$ cat config.mk
export PLATFORM = sky130hd
export DESIGN_NAME = weight_loader_flat
export DESIGN_NICKNAME = d
export VERILOG_FILES = /design/src/rtl/weight_loader_if.sv /design/src/rtl/weight_loader.sv /design/src/flat_wrapper.sv
export SDC_FILE = /design/constraint.sdc
export NUM_CORES = 1
export LEC_CHECK = 0
export BUFFER_PORTS_ARGS = -buffer_cell sky130_fd_sc_hd__buf_2
export CORE_ASPECT_RATIO = 2
export CORE_UTILIZATION = 45
export DETAILED_ROUTE_END_ITERATION = 10
export GPL_ROUTABILITY_DRIVEN = 0
export PLACE_DENSITY = 0.65
export SKIP_LAST_GASP = 1
export SLEW_MARGIN = 20
export SYNTH_ARGS = -nofsm -noshare
export SYNTH_HDL_FRONTEND = slang
export SYNTH_SLANG_ARGS = --single-unit
$ cat constraint.sdc
create_clock -name clk -period 3.09 [get_ports clk]
set_clock_uncertainty 0.1 [all_clocks]
set_input_delay 0.618 -clock clk [delete_from_list [all_inputs] [get_ports clk]]
set_output_delay 0.618 -clock clk [all_outputs]
set_load 0.01 [all_outputs]
$ cat src/rtl/weight_loader_if.sv
// Host load port and core read port of the weight loader, bundled as one interface.
// master = host/core side, slave = weight_loader.
interface weight_loader_if #(
  parameter int AW = 4
);
  logic          write_mode;
  logic [7:0]    wr_data;
  logic          wr_strobe;
  logic [AW-1:0] addr_int;
  logic [7:0]    packet;
  logic          load_done;
  logic          checksum_ok;
  logic [4:0]    load_count;

  modport master (
    output write_mode, wr_data, wr_strobe, addr_int,
    input  packet, load_done, checksum_ok, load_count
  );

  modport slave (
    input  write_mode, wr_data, wr_strobe, addr_int,
    output packet, load_done, checksum_ok, load_count
  );
endinterface

$ cat src/rtl/weight_loader.sv
// Weight memory loaded from a checksummed serial host stream; serves the core's
// registered SET/GET fetch only once a load has been validated.
module weight_loader #(
  parameter int DEPTH = 16,
  parameter int AW    = 4
) (
  input  logic           clk,
  input  logic           rst_n,
  weight_loader_if.slave bus
);
  localparam logic [1:0] S_IDLE = 2'd0;
  localparam logic [1:0] S_LOAD = 2'd1;
  localparam logic [1:0] S_DONE = 2'd2;
  localparam logic [4:0] CNT_FULL = 5'(DEPTH);

  logic [1:0]       state;
  logic [2:0]       stb_pipe;
  logic [1:0][7:0]  dat_pipe;
  logic [7:0]       mem [DEPTH];
  logic [AW-1:0]    wr_ptr;
  logic [7:0]       sum;
  logic [7:0]       sum_nxt;
  logic             stb_rise;
  logic             accept;
  logic             mem_we;
  logic             rd_en;

  // Two sync flops plus one delay flop; data rides the same two-flop depth as the strobe.
  always_ff @(posedge clk or negedge rst_n) begin
    if (!rst_n) begin
      stb_pipe <= '0;
      dat_pipe <= '0;
    end else begin
      stb_pipe <= {stb_pipe[1:0], bus.wr_strobe};
      dat_pipe <= {dat_pipe[0], bus.wr_data};
    end
  end

  assign stb_rise = stb_pipe[1] & ~stb_pipe[2];
  assign accept   = (state == S_LOAD) && bus.write_mode && stb_rise;
  assign mem_we   = accept && (bus.load_count < CNT_FULL);
  assign sum_nxt  = sum + dat_pipe[1];

  always_ff @(posedge clk or negedge rst_n) begin
    if (!rst_n) begin
      state           <= S_IDLE;
      wr_ptr          <= '0;
      sum             <= '0;
      bus.load_count  <= '0;
      bus.load_done   <= 1'b0;
      bus.checksum_ok <= 1'b0;
    end else begin
      case (state)
        S_IDLE: begin
          if (bus.write_mode) begin
            state           <= S_LOAD;
            wr_ptr          <= '0;
            sum             <= '0;
            bus.load_count  <= '0;
            bus.load_done   <= 1'b0;
            bus.checksum_ok <= 1'b0;
          end
        end
        S_LOAD: begin
          // A falling write_mode wins over a strobe edge in the same cycle.
          if (!bus.write_mode) begin
            state           <= S_IDLE;
            bus.load_done   <= 1'b0;
            bus.checksum_ok <= 1'b0;
          end else if (mem_we) begin
            wr_ptr         <= wr_ptr + 1'b1;
            sum            <= sum_nxt;
            bus.load_count <= bus.load_count + 1'b1;
          end else if (accept) begin
            bus.checksum_ok <= (sum_nxt == 8'h00);
            bus.load_done   <= 1'b1;
            bus.load_count  <= CNT_FULL + 1'b1;
            state           <= S_DONE;
          end
        end
        S_DONE: begin
          if (!bus.write_mode) state <= S_IDLE;
        end
        default: state <= S_IDLE;
      endcase
    end
  end

  always_ff @(posedge clk or negedge rst_n) begin
    if (!rst_n) begin
      for (int i = 0; i < DEPTH; i++) mem[i] <= '0;
    end else if (mem_we) begin
      mem[wr_ptr] <= dat_pipe[1];
    end
  end

  // Blank the read port from the edge that starts a load, so a reload never serves stale weights.
  assign rd_en = bus.checksum_ok && (state != S_LOAD) &&
                 !((state == S_IDLE) && bus.write_mode) &&
                 (32'(bus.addr_int) < 32'(DEPTH));

  always_ff @(posedge clk or negedge rst_n) begin
    if (!rst_n)     bus.packet <= '0;
    else if (rd_en) bus.packet <= mem[bus.addr_int];
    else            bus.packet <= '0;
  end
endmodule
$ cat src/flat_wrapper.sv
// flat-port wrapper written by rule: the top's interface ports become plain ports
module weight_loader_flat 
#(
  parameter int DEPTH = 16,
  parameter int AW    = 4
)
  (clk, rst_n, bus_write_mode, bus_wr_data, bus_wr_strobe, bus_addr_int, bus_packet, bus_load_done, bus_checksum_ok, bus_load_count);
  weight_loader_if #(.AW(AW)) bus_i ();
  input  logic clk;
  input  logic rst_n;
  input wire logic [$bits(bus_i.write_mode)-1:0] bus_write_mode;
  input wire logic [$bits(bus_i.wr_data)-1:0] bus_wr_data;
  input wire logic [$bits(bus_i.wr_strobe)-1:0] bus_wr_strobe;
  input wire logic [$bits(bus_i.addr_int)-1:0] bus_addr_int;
  output wire logic [$bits(bus_i.packet)-1:0] bus_packet;
  output wire logic [$bits(bus_i.load_done)-1:0] bus_load_done;
  output wire logic [$bits(bus_i.checksum_ok)-1:0] bus_checksum_ok;
  output wire logic [$bits(bus_i.load_count)-1:0] bus_load_count;
  assign bus_i.write_mode = bus_write_mode;
  assign bus_i.wr_data = bus_wr_data;
  assign bus_i.wr_strobe = bus_wr_strobe;
  assign bus_i.addr_int = bus_addr_int;
  assign bus_packet = bus_i.packet;
  assign bus_load_done = bus_i.load_done;
  assign bus_checksum_ok = bus_i.checksum_ok;
  assign bus_load_count = bus_i.load_count;
  weight_loader #(.DEPTH(DEPTH), .AW(AW)) u_core (.clk(clk), .rst_n(rst_n), .bus(bus_i));
endmodule
* Yosys cells after proc, flatten, opt, wreduce, memory -nomap -nowiden
Index checks and enable logic that the tools add are counted.
Operators by class: multiplexer cells 35, bitwise logic cells 4, magnitude comparators 4, add/sub/neg operators 3, equality and inequality tests 10, reductions and logical operators 15
Operators with widths (number):
- bitwise mux 128 bit | 1
- 2-to-1 mux 8 bit | 7
- binary-select mux 8 bit (select 4 bit) | 1
- demux 8 bit (select 4 bit) | 1
- 2-to-1 mux 5 bit | 4
- one-hot mux 8 bit (2 select lines) | 1
- AND reduction 4 bit | 4
- 2-to-1 mux 4 bit | 3
- >= comparator 5 bit, second input constant | 2
- 2-to-1 mux 2 bit | 5
- NOT 4 -> 5 bit | 2
- one-hot mux 5 bit (2 select lines) | 1
- adder 8 bit | 1
- zero test 8 bit | 1
- one-hot mux 4 bit (2 select lines) | 1
- logical AND 1 bit | 7
- 2-to-1 mux 1 bit | 7
- != test 2 bit, second input constant | 3
- one-hot mux 2 bit (3 select lines) | 1
- adder 5 x 1 -> 5 bit, second input constant | 1
- less-than comparator 5 x 1 -> 1 bit, second input constant | 1
- less-than comparator 5 bit, second input constant | 1
- adder 4 x 1 -> 4 bit, second input constant | 1
- != test 2 x 1 -> 1 bit, second input constant | 2
- 11 further kinds | 12
Word-level totals: bits in registers 176, output and inout port bits 15, bits of input ports 16

* Longest topological paths before layout
depth in word-level cells 7, gate-level depth with buffers 8, mapped depth without buffers 7

* Least setup slack after synthesis
OpenSTA, ideal clock, no wires.
path type reg-to-reg, start register u_core.dat_pipe[8] in the netlist's numbering, end register u_core.bus.checksum_ok, arrival 1990 ps, path slack 908 ps, cell stages (with the launch flop) 8, cells stage by stage dfrtp_1 > ha_1 > fa_1 > a21o_1 > a21oi_1 > xnor2_1 > a2111o_1 > o31ai_2
On the way: longest elaborated chain between the ends 6
RTL lines:
- start: declaration | line weight_loader.sv:18 | logic [1:0][7:0] dat_pipe;
- start signal: assignment | line weight_loader.sv:35 | dat_pipe <= {dat_pipe[0], bus.wr_data};
- adder 8 bit | line weight_loader.sv:42 | assign sum_nxt = sum + dat_pipe[1];
- zero test 8 bit | line weight_loader.sv:75 | bus.checksum_ok <= (sum_nxt == 8'h00);
- 2-to-1 mux 1 bit | line weight_loader.sv:74 | end else if (accept) begin
- 2-to-1 mux 1 bit | line weight_loader.sv:70 | end else if (mem_we) begin
- 2-to-1 mux 1 bit | line weight_loader.sv:66 | if (!bus.write_mode) begin
- one-hot mux 1 bit (2 select lines) | line weight_loader.sv:53 | case (state)
- end signal: assignment | line weight_loader.sv:75
- end: declaration | line weight_loader_if.sv:22 | output packet, load_done, checksum_ok, load_count
Every way passes these cells. The select of a mux whose other input is x is not followed. A chain may end at the register's enable or synchronous reset.

* Worst setup path after layout
Ends and elaborated chain as after synthesis.

==> flow_summary.yaml <==
timing:
  finalCritPeriodShare_pct: 85.8
  post-route-min-period_ns: 2.65
  worstMarginPinSlew_ns: 0.721
  fmax_ghz: 0.377
  final_max_slew_viol_count: 0
  slew_headroom_pct: 51.4
  hold_viol: 0
  setup_viol: 0
  rsz0062_at_grt: "no"
  fin_setup_tns_ns: 0
clocking:
  clock_latency_ns: 0.43
  hold_buffers: 0
  cts_tree: "done"
  cts_resized: 0
  clkTransAtPathRegs_ns: 0.07
  cts_buffers: 17
  cts-htree-levels: 4
  cts.sinks: 176
  cts_setup_buffers: 0
  cts_root_buffer: "clkbuf_16"
  clock_path_buffers: 2
synth:
  syn_area_per_cell_sq_um: 15.6
  synth_cell_types: 50
  synthArstFlopShare_pct: 100
  synth_area_sq_mm: 0.00809
  syn_nets: 549
  synth_ff_type: "dfrtp_1"
  synth-seq-area-share_pct: 54.4
  synthCells: 520
  ys_warn_count: 0
  ys_ff_latch: 176
  synth_edf_count: 0
outcome:
  status: "complete, no violations"
setup_path:
  cp.arrival_ns: 2.89
  crit_fanout: 17
  cp-end-kind: "flop"
  start_kind: "flop"
  required_ns: 3.33
  crit_type: "flop to flop"
routing:
  first_pass_iters: 4
  drcViolationCount: 0
  final_antenna_net_count: 0
  routed_wl_um: 17400
  routedWlPerCell_um: 22.3
  vias: 4452
  vias_per_cell: 5.72
  drt_iter0_markers: 137
pwr:
  leakagePower_nw: 4.37
  max-vdd-ir-drop_v: 0.000362
  power_mw: 5.22
  power_density_mw_per_mm2: 578
grt:
  track_usage_pct: 20.1
  grt_pass1_vias: 5013
  grt_first_pass_wirelength_um: 27900
  overflow: 0
  grt_max_degree: 69
  grt_antenna_before_repair: 0
final_layout:
  final_common_cell: "dfrtp_1"
  layout_common_cells: "dfrtp_1 (176), mux2_2 (96), mux4_2 (32), mux2_4 (32), buf_2 (29)"
  stdcell_count: 779
  area_growth_pct: 11.6
  nNetsFinal: 582
  drive_gt1_share_pct: 45.6
  antennaDiodeCount: 0
die:
  core_area_sq_mm: 0.0177
  dieArea_sq_mm: 0.0186
  start_util_pct: 45.7
  fp.dieH_um: 192
  die_w_um: 96.8
  ios: 31
  rows: 69
worst_hold_path:
  hp-class: "input port to async pin"
place:
  dp.cells: 747
  dp_hpwl_um: 12500
  io_buffers: 30
job:
  max-cap-violations: 0
where the power goes:
group	switching (mW)	internal [mW]	total, mW
registers	0.120	2.48	2.60
logic	0.279	0.292	0.571
clock network	0.915	1.13	2.05
total	1.31	3.90	5.22
per-stage QoR:
stage | utilization (%) | hold WS (ns) | area (sq um) | setup WS [ns]
6_report | 51.0 | 0.0219 | 9030 | 0.437
5_1_grt | 51.0 | 0.0524 | 9030 | 0.281
4_1_cts | 51.0 | 0.0307 | 9030 | 0.424
3_3_place_gp | 47.9 | 0.232 | 8480 | 0.378
2_1_floorplan | - | 0.222 | 8090 | 0.908
3_5_place_dp | 47.9 | 0.238 | 8480 | 0.323
sequential cells by signal, summed over array words and instances, names as in the netlist:
register                cells
u_core.dat_pipe            16
u_core.sum                  8
u_core.stb_pipe             3
u_core.wr_ptr               4
u_core.bus.load_done        1
u_core.bus.packet           8
u_core.mem                128
u_core.bus.load_count       5
u_core.state                2
u_core.bus.checksum_ok      1
cells in the mapped netlist (8+ instances only):
library cell  instances  share of area, %
a21oi_1               8              0.49
nor2b_1              11              0.85
clkbuf_1             16              0.74
a211oi_1             17               1.6
a22o_1               11               1.2
mux4_2               32               8.9
ha_1                 12               1.9
mux2_4               32               5.9
mux2_2               96                13
mux2i_1               9               1.1
nor2_1               10              0.46
dfrtp_1             176                54
critical path: stages (launching register included):
cell	delay, ns
dfrtp_1	0.58
ha_1	0.33
fa_1	0.44
a21o_1	0.18
a21oi_1	0.19
xnor2_1	0.14
a2111o_1	0.41
o31ai_2	0.18
final cells by class:
| type | count | area (sq um) |
|---|---|---|
| Clock buffer | 20 | 447 |
| Clock inverter | 12 | 109 |
| Fill cell | 1469 | 8660 |
| Inverter | 4 | 15.0 |
| Multi-Input combinational cell | 309 | 3510 |
| Sequential cell | 176 | 4400 |
| Tap cell | 213 | 267 |
| Timing Repair Buffer | 45 | 282 |
cells by family (layout without fill, tap and decap cells):
group / Yosys count / count (layout) / share of synthesized area (%)
xor gates and xnor gates: 6 / 6 / 0.649
adders and majority gates: 13 / 13 / 2.10
DFF: 176 / 176 / 54.4
AOI/OAI and AO/OA: 55 / 55 / 4.99
muxes: 169 / 169 / 29.3
and+or+nand+nor: 66 / 66 / 6.32
buffers and inverters: 35 / 81 / 2.21
path summary, 6_finish.rpt:
| kind | start | slack (ns) | end | depth (start not counted) |
|---|---|---|---|---|
| max | u_core.dat_pipe[8] | 0.44 | u_core.bus.checksum_ok | 7 |
| min | rst_n | 0.02 | u_core.mem[47] | 1 |
| max reg2reg | u_core.dat_pipe[8] | 0.44 | u_core.bus.checksum_ok | 7 |
| min reg2reg | u_core.dat_pipe[6] | 0.25 | u_core.dat_pipe[14] | 0 |
| max in group asynchronous | rst_n | 2.01 | u_core.mem[91] | 2 |
| min in group clk | bus_wr_strobe | 0.19 | u_core.stb_pipe[0] | 1 |
routing by layer:
| layer | wire (um) | track usage [%] | part of all wire, % | vias up |
|---|---|---|---|---|
| met1 | 6530 | 21.5 | 38 | 2330 |
| met2 | 9780 | 37.8 | 56 | 81 |
| met3 | 401 | 3.42 | 2.3 | 42 |
| li1 | - | - | - | 1999 |
| met5 | 0 | 0 | 0 | - |
| met4 | 674 | 10.2 | 3.9 | 0 |
Power figures use the tool's default switching activity.
